==> src/rtl/text_screen_sequencer_pkg.sv <==
// text_screen_sequencer shared types and defaults.
// Optional pause support is enabled with TEXT_SEQ_PAUSE_EN.
package text_seq_pkg;

  localparam int LVL_W = 4;

  localparam int DEF_BANNER_FRAMES   = 120;
  localparam int DEF_GAMEOVER_FRAMES = 300;
  localparam int DEF_BLINK_FRAMES    = 30;
  localparam int DEF_LIVES           = 3;
  localparam int DEF_MAX_LEVEL       = 9;

  typedef enum logic [2:0] {
    S_IDLE,
    S_BANNER,
    S_PLAY,
    S_GAME_OVER,
    S_PAUSE
  } state_e;

  function automatic int cnt_w(input int n);
    return (n <= 1) ? 1 : $clog2(n);
  endfunction

endpackage

==> src/rtl/text_screen_sequencer_if.sv <==
// Game-logic / textbox bundle around the text screen sequencer.
// master = game side, slave = sequencer.
interface text_seq_if;
  import text_seq_pkg::*;

  logic             vsync_in;
  logic             start_btn;
  logic             level_clear;
  logic [3:0]       dead_count_1;
  logic [3:0]       dead_count_2;
  logic             pause_btn;
  logic [LVL_W-1:0] level_out;
  logic             banner_en;
  logic             game_over_en;
  logic             text_blink;
  logic             game_run;
  logic             paused;

  modport master (
    output vsync_in, start_btn, level_clear,
    output dead_count_1, dead_count_2, pause_btn,
    input  level_out, banner_en, game_over_en,
    input  text_blink, game_run, paused
  );

  modport slave (
    input  vsync_in, start_btn, level_clear,
    input  dead_count_1, dead_count_2, pause_btn,
    output level_out, banner_en, game_over_en,
    output text_blink, game_run, paused
  );

endinterface

==> src/rtl/text_screen_sequencer_frame_tick_gen.sv <==
// Vsync rising-edge detector producing a one-cycle frame tick.
// Shared by frame-paced blocks in the pclk domain.
module frame_tick_gen (
  input  logic clk,
  input  logic rst_n,
  input  logic vsync_in,
  output logic tick
);

  logic vsync_q, vsync_q2;

  // two-stage vsync history for edge detection
  always_ff @(posedge clk or negedge rst_n) begin
    if (!rst_n) begin
      vsync_q  <= 1'b0;
      vsync_q2 <= 1'b0;
    end else begin
      vsync_q  <= vsync_in;
      vsync_q2 <= vsync_q;
    end
  end

  assign tick = vsync_q & ~vsync_q2;

endmodule

==> src/rtl/text_screen_sequencer.sv <==
// Title / banner / play / game-over text overlay sequencer.
// Define TEXT_SEQ_PAUSE_EN to add the PAUSE state.
module text_screen_sequencer
  import text_seq_pkg::*;
#(
  parameter int BANNER_FRAMES   = DEF_BANNER_FRAMES,
  parameter int GAMEOVER_FRAMES = DEF_GAMEOVER_FRAMES,
  parameter int BLINK_FRAMES    = DEF_BLINK_FRAMES,
  parameter int LIVES           = DEF_LIVES,
  parameter int MAX_LEVEL       = DEF_MAX_LEVEL
) (
  input logic      pclk,
  input logic      rst,
  text_seq_if.slave bus
);

  localparam int MAXF =
    (BANNER_FRAMES > GAMEOVER_FRAMES) ?
    BANNER_FRAMES : GAMEOVER_FRAMES;
  localparam int CW = cnt_w(MAXF);
  localparam int BW = cnt_w(BLINK_FRAMES);

  localparam logic [CW-1:0] BAN_LAST =
    CW'(BANNER_FRAMES - 1);
  localparam logic [CW-1:0] GO_LAST =
    CW'(GAMEOVER_FRAMES - 1);
  localparam logic [BW-1:0] BLK_LAST =
    BW'(BLINK_FRAMES - 1);
  localparam logic [3:0] LIVES_L = 4'(LIVES);
  localparam logic [LVL_W-1:0] MAX_L =
    LVL_W'(MAX_LEVEL);
  localparam logic [LVL_W-1:0] LVL_ONE =
    LVL_W'(1);

  state_e           state_q, state_d;
  logic [LVL_W-1:0] level_q, level_d;
  logic [CW-1:0]    fcnt_q, fcnt_d;
  logic [BW-1:0]    bcnt_q, bcnt_d;
  logic             blink_q, blink_d;

  logic [LVL_W-1:0] level_out_q, level_out_d;
  logic             banner_q, banner_d;
  logic             gover_q, gover_d;
  logic             tblink_q, tblink_d;
  logic             run_q, run_d;
  logic             paused_q, paused_d;

  logic tick;
  logic elim;
  logic pause_rise;

  frame_tick_gen u_tick (
    .clk      (pclk),
    .rst_n    (rst),
    .vsync_in (bus.vsync_in),
    .tick     (tick)
  );

  assign elim = (bus.dead_count_1 >= LIVES_L) &&
                (bus.dead_count_2 >= LIVES_L);

`ifdef TEXT_SEQ_PAUSE_EN
  logic pause_q;

  // pause button history for rising-edge detection
  always_ff @(posedge pclk or negedge rst) begin
    if (!rst) pause_q <= 1'b0;
    else      pause_q <= bus.pause_btn;
  end

  assign pause_rise = bus.pause_btn & ~pause_q;
`else
  logic unused_pause;
  assign unused_pause = bus.pause_btn;
  assign pause_rise   = 1'b0;
`endif

  // next state, level and frame/blink counters
  always_comb begin
    state_d = state_q;
    level_d = level_q;
    fcnt_d  = tick ? fcnt_q + 1'b1 : fcnt_q;
    bcnt_d  = bcnt_q;
    blink_d = blink_q;
    unique case (state_q)
      S_IDLE: begin
        if (bus.start_btn) begin
          state_d = S_BANNER;
          level_d = LVL_ONE;
        end
      end
      S_BANNER: begin
        if (tick && fcnt_q == BAN_LAST)
          state_d = S_PLAY;
      end
      S_PLAY: begin
        if (elim) begin
          state_d = S_GAME_OVER;
        end else if (pause_rise) begin
          state_d = S_PAUSE;
        end else if (bus.level_clear) begin
          state_d = S_BANNER;
          level_d = (level_q == MAX_L) ?
                    LVL_ONE : level_q + 1'b1;
        end
      end
      S_GAME_OVER: begin
        if (tick) begin
          if (bcnt_q == BLK_LAST) begin
            bcnt_d  = '0;
            blink_d = ~blink_q;
          end else begin
            bcnt_d = bcnt_q + 1'b1;
          end
          if (fcnt_q == GO_LAST) begin
            state_d = S_IDLE;
            level_d = '0;
          end
        end
      end
      S_PAUSE: begin
`ifdef TEXT_SEQ_PAUSE_EN
        if (elim)            state_d = S_GAME_OVER;
        else if (pause_rise) state_d = S_PLAY;
`else
        state_d = S_IDLE;
`endif
      end
      default: state_d = S_IDLE;
    endcase
    // a tick on the entry edge is not counted
    if (state_d != state_q) begin
      fcnt_d  = '0;
      bcnt_d  = '0;
      blink_d = 1'b1;
    end
  end

  // outputs decoded from the current state, one cycle late
  always_comb begin
    level_out_d = level_q;
    banner_d    = (state_q == S_BANNER);
    gover_d     = (state_q == S_GAME_OVER);
    tblink_d    = (state_q == S_GAME_OVER) ?
                  blink_q : 1'b1;
    run_d       = (state_q == S_PLAY);
`ifdef TEXT_SEQ_PAUSE_EN
    paused_d    = (state_q == S_PAUSE);
`else
    paused_d    = 1'b0;
`endif
  end

  // sequencer state and registered outputs
  always_ff @(posedge pclk or negedge rst) begin
    if (!rst) begin
      state_q     <= S_IDLE;
      level_q     <= '0;
      fcnt_q      <= '0;
      bcnt_q      <= '0;
      blink_q     <= 1'b0;
      level_out_q <= '0;
      banner_q    <= 1'b0;
      gover_q     <= 1'b0;
      tblink_q    <= 1'b0;
      run_q       <= 1'b0;
      paused_q    <= 1'b0;
    end else begin
      state_q     <= state_d;
      level_q     <= level_d;
      fcnt_q      <= fcnt_d;
      bcnt_q      <= bcnt_d;
      blink_q     <= blink_d;
      level_out_q <= level_out_d;
      banner_q    <= banner_d;
      gover_q     <= gover_d;
      tblink_q    <= tblink_d;
      run_q       <= run_d;
      paused_q    <= paused_d;
    end
  end

  assign bus.level_out    = level_out_q;
  assign bus.banner_en    = banner_q;
  assign bus.game_over_en = gover_q;
  assign bus.text_blink   = tblink_q;
  assign bus.game_run     = run_q;
  assign bus.paused       = paused_q;

endmodule

==> src/flat_wrapper.sv <==
// flat-port wrapper written by rule: the top's interface ports become plain ports
module text_screen_sequencer_flat import text_seq_pkg::*;
#(
  parameter int BANNER_FRAMES   = DEF_BANNER_FRAMES,
  parameter int GAMEOVER_FRAMES = DEF_GAMEOVER_FRAMES,
  parameter int BLINK_FRAMES    = DEF_BLINK_FRAMES,
  parameter int LIVES           = DEF_LIVES,
  parameter int MAX_LEVEL       = DEF_MAX_LEVEL
)
  (pclk, rst, bus_vsync_in, bus_start_btn, bus_level_clear, bus_dead_count_1, bus_dead_count_2, bus_pause_btn, bus_level_out, bus_banner_en, bus_game_over_en, bus_text_blink, bus_game_run, bus_paused);
  text_seq_if bus_i ();
  input logic pclk;
  input logic rst;
  input wire logic [$bits(bus_i.vsync_in)-1:0] bus_vsync_in;
  input wire logic [$bits(bus_i.start_btn)-1:0] bus_start_btn;
  input wire logic [$bits(bus_i.level_clear)-1:0] bus_level_clear;
  input wire logic [$bits(bus_i.dead_count_1)-1:0] bus_dead_count_1;
  input wire logic [$bits(bus_i.dead_count_2)-1:0] bus_dead_count_2;
  input wire logic [$bits(bus_i.pause_btn)-1:0] bus_pause_btn;
  output wire logic [$bits(bus_i.level_out)-1:0] bus_level_out;
  output wire logic [$bits(bus_i.banner_en)-1:0] bus_banner_en;
  output wire logic [$bits(bus_i.game_over_en)-1:0] bus_game_over_en;
  output wire logic [$bits(bus_i.text_blink)-1:0] bus_text_blink;
  output wire logic [$bits(bus_i.game_run)-1:0] bus_game_run;
  output wire logic [$bits(bus_i.paused)-1:0] bus_paused;
  assign bus_i.vsync_in = bus_vsync_in;
  assign bus_i.start_btn = bus_start_btn;
  assign bus_i.level_clear = bus_level_clear;
  assign bus_i.dead_count_1 = bus_dead_count_1;
  assign bus_i.dead_count_2 = bus_dead_count_2;
  assign bus_i.pause_btn = bus_pause_btn;
  assign bus_level_out = bus_i.level_out;
  assign bus_banner_en = bus_i.banner_en;
  assign bus_game_over_en = bus_i.game_over_en;
  assign bus_text_blink = bus_i.text_blink;
  assign bus_game_run = bus_i.game_run;
  assign bus_paused = bus_i.paused;
  text_screen_sequencer #(.BANNER_FRAMES(BANNER_FRAMES), .GAMEOVER_FRAMES(GAMEOVER_FRAMES), .BLINK_FRAMES(BLINK_FRAMES), .LIVES(LIVES), .MAX_LEVEL(MAX_LEVEL)) u_core (.pclk(pclk), .rst(rst), .bus(bus_i));
endmodule
==> config.mk <==
export PLATFORM = sky130hd
export DESIGN_NAME = text_screen_sequencer_flat
export DESIGN_NICKNAME = d
export VERILOG_FILES = /design/src/rtl/text_screen_sequencer_pkg.sv /design/src/rtl/text_screen_sequencer_if.sv /design/src/rtl/text_screen_sequencer_frame_tick_gen.sv /design/src/rtl/text_screen_sequencer.sv /design/src/flat_wrapper.sv
export SDC_FILE = /design/constraint.sdc
export NUM_CORES = 1
export LEC_CHECK = 0
export ABC_CLOCK_PERIOD_IN_PS = 2650
export CAP_MARGIN = 40
export CORE_UTILIZATION = 53
export DETAILED_ROUTE_END_ITERATION = 8
export HOLD_SLACK_MARGIN = 0.12
export PLACE_DENSITY = 0.78
export SLEW_MARGIN = 20
export SYNTH_ARGS = -nofsm -noshare
export SYNTH_HDL_FRONTEND = slang
export SYNTH_SLANG_ARGS = --single-unit
==> constraint.sdc <==
create_clock -name pclk -period 2.65 [get_ports pclk]
set_clock_uncertainty 0.15 [all_clocks]
set_input_delay 0.53 -clock pclk [delete_from_list [all_inputs] [get_ports pclk]]
set_output_delay 0.53 -clock pclk [all_outputs]
set_load 0.01 [all_outputs]
==> results.toml <==
[sta]
setup_ws_ns = 0.400
timing.setup.tns_ns = 0
hold_viol_final = 0
finalCritPeriodShare = 0.849
fmaxAchievable_ghz = 0.444
timing.final.max_slew_violations = 0
grt_setup_unrepaired = "false"
finalWorstPathRequiredPeriod_ns = 2.25
setup-violations-final = 0

[detailed_routing]
post_drt_wl_per_cell_um = 13.5
dr_total_vias = 1153
detail_route.iter0.violations = 23
residual_drc_count = 0
detail_route.first_pass.iterations = 4
drt-total-wl_mm = 2.76
drt.antenna.violating_nets = 0
avgViaCountPerCell = 5.62

[floorplanning]
die_height_um = 55.7
core.rowCount = 19
chipWidth_um = 55.7
die-area_um2 = 3100
pin_count = 23
initial_core_util = 0.559
core_box_area_um2 = 2730

[setup_path]
count_of_cells_along_the_worst_register_to_register_path = 6
critPathCaptureType = "flip-flop"
r2r_end = "u_core.fcnt_q[8]$_DFFE_PN0P_"
worstPathMaxFanout = 15
worstReg2RegStart = "u_core.fcnt_q[0]$_DFFE_PN0P_"
critPathLaunchType = "flip-flop"
arrival_time_of_the_worst_setup_path_ns = 2.29
timing.setup.critical_path_class = "flip-flop to flip-flop"
worstPathRequired_ns = 2.69
slack_of_the_worst_reg_to_reg_path_ns = 0.40

[grt]
grt_first_pass_wirelength_mm = 4.96
grt_start_max_net_pins = 33
first_global_vias = 1140
global_route.overflow_total = 0
initial_antenna_violation_count = 0
grt_usage = 0.209

[placed_design]
place.detailed.hpwl_mm = 2.01
port-buffer-count = 20
pre_cts_ws_ns = 0.229
place.gp.congestion = 0.749

[yosys]
synth_seq_cells = 32
synth.avg_cell_area_um2 = 10.4
synth_top_area_cell = "dfrtp_1"
post-synth-top-count-cell = "dfrtp_1"
syn_area_um2 = 1530
netlist.area_leader.share = 0.524
syn_inst = 147
asr_flop_ratio_synth = 1.00
synthDistinctLibCells = 44
post_synth_most_frequent_cells = "dfrtp_1 (32), nor2_1 (19), inv_1 (9)"
synth_seq_area_share = 0.524
ys_top_cells_by_area = "dfrtp_1 (52%), nor2_1 (4.7%), ha_1 (4.1%)"
synthesis.yosys.warnings = 0
ys.flop_type = "dfrtp_1"
synth_edf_count = 0

[clock_network]
htree_levels = 2
clock_sinks = 32
clk_pin_slew_worst_paths_ns = 0.09
post_cts_resize_count = 0
cts.repair_timing.setup_buffer_count = 0
cts.root.buffer_cell = "clkbuf_4"
cts_buffers = 5
buffer_depth_of_the_longest_clock_path = 2
tritoncts = "yes"
hold_buf_count_cts = 0
clkLatencyLatePin_ns = 0.32

[run]
cap_viol_max_count = 0

[outcome]
outcome = "finished, final reports clean"

[cells_and_area]
syn_to_final_growth_pct = 18.8
num_antenna_cells = 0
drive_gt1_frac = 0.0862
finalNetCount = 193

[pwr]
ir_drop_uv = 406
total_leakage_power_nw = 0.806
power_density_nw_per_um2 = 463

[hold_path]
worstHoldStart = "u_core.u_tick.vsync_q$_DFF_PN0_"
timing.hold.worst.class = "flip-flop to flip-flop"
worst_hold_path.endpoint = "u_core.u_tick.vsync_q2$_DFF_PN0_"
holdPathStages = 0
-- critical path, cell delays in order (launching register included) --
cell,delay (ns)
dfrtp_1,0.41
ha_1,0.22
or4b_4,0.48
nor2_1,0.15
a21o_1,0.16
a211o_1,0.43
nor2_1,0.11
-- layout make-up --
type | count | area [um2]
timing repair buffer | 22 | 215
multi-input combinational | 104 | 682
fill | 220 | 917
inverter | 9 | 33.8
tap | 31 | 38.8
clock buffer | 6 | 41.3
clock inverter | 1 | 5.00
sequential | 32 | 801
-- layout by cell type, fill, tap and decap left out, types with 3 or more instances in the layout --
cell	netlist	layout
a211o_1	4	4
a21oi_1	7	7
clkbuf_4	0	5
clkdlybuf4s50_1	0	20
dfrtp_1	32	32
ha_1	5	5
inv_1	9	9
nand2_1	8	8
nand2b_1	3	3
nand3_1	7	7
nor2_1	19	19
nor2b_1	3	3
o21ai_0	5	5
xnor2_1	3	3
xor2_1	5	5
-- power by group --
| part | switching (W) | total [W] | internal [W] |
|---|---|---|---|
| combinational | 0.0000363 | 0.0000772 | 0.0000409 |
| sequential | 0.0000125 | 0.000513 | 0.000501 |
| clock | 0.000154 | 0.000251 | 0.0000975 |
| total | 0.000202 | 0.000841 | 0.000639 |
-- flip-flops by register name, indices dropped and copies added, names as in the netlist --
| register | cells |
|---|---|
| u_core.u_tick.vsync_q2 | 1 |
| u_core.bus.game_run | 1 |
| u_core.u_tick.vsync_q | 1 |
| u_core.bus.game_over_en | 1 |
| u_core.bus.banner_en | 1 |
| u_core.level_out_d | 4 |
| u_core.bus.text_blink | 1 |
| u_core.bcnt_q | 5 |
| u_core.fcnt_q | 9 |
| u_core.bus.level_out | 4 |
| u_core.state_q | 3 |
| u_core.blink_q | 1 |
-- how the worst max path moves through the flow --
stage	slack, ns	end	startpoint	cells past startpoint
after global routing	0.20	u_core.fcnt_q[8]$_DFFE_PN0P_	u_core.fcnt_q[0]$_DFFE_PN0P_	6
after detailed placement	0.23	u_core.blink_q$_DFFE_PN0P_	bus_dead_count_1[1]	6
after CTS	0.35	u_core.fcnt_q[8]$_DFFE_PN0P_	u_core.fcnt_q[0]$_DFFE_PN0P_	6
after global placement	0.25	u_core.blink_q$_DFFE_PN0P_	bus_dead_count_2[1]	6
after floorplan	0.62	u_core.level_out_d[3]$_DFFE_PN0P_	u_core.fcnt_q[0]$_DFFE_PN0P_	6
final	0.40	u_core.fcnt_q[8]$_DFFE_PN0P_	u_core.fcnt_q[0]$_DFFE_PN0P_	6
-- cell families (layout without fill, tap and decap cells) --
group | count (synthesis) | in the layout | share of synthesized area
mux | 1 | 1 | 0.00655
other cells | 1 | 2 | 0.00245
buf+inv | 12 | 38 | 0.0327
simple gates | 57 | 57 | 0.195
compound gates | 31 | 31 | 0.153
flops | 32 | 32 | 0.524
xor+xnor | 8 | 8 | 0.0458
fa+ha+maj | 5 | 5 | 0.0409
-- metrics by stage --
step	util	hold slack [ns]	total power [W]	std cells	cell area (um2)
final	0.665	0.256	0.000841	205	1820
after global routing	0.665	0.277	0.000881	205	1820
after CTS	0.665	0.260	0.000856	205	1820
after detailed placement	0.648	0.234	0.000602	198	1770
after global placement	0.648	0.227	0.000599	198	1770
after floorplan	-	0.0844	0.000556	148	1530
-- per-layer routing --
layer,track usage,wire length (um)
met1,0.248,1200
met5,0,0
met3,0.0581,140
met2,0.353,1360
met4,0.0964,59
Power figures use the tool's default switching activity.
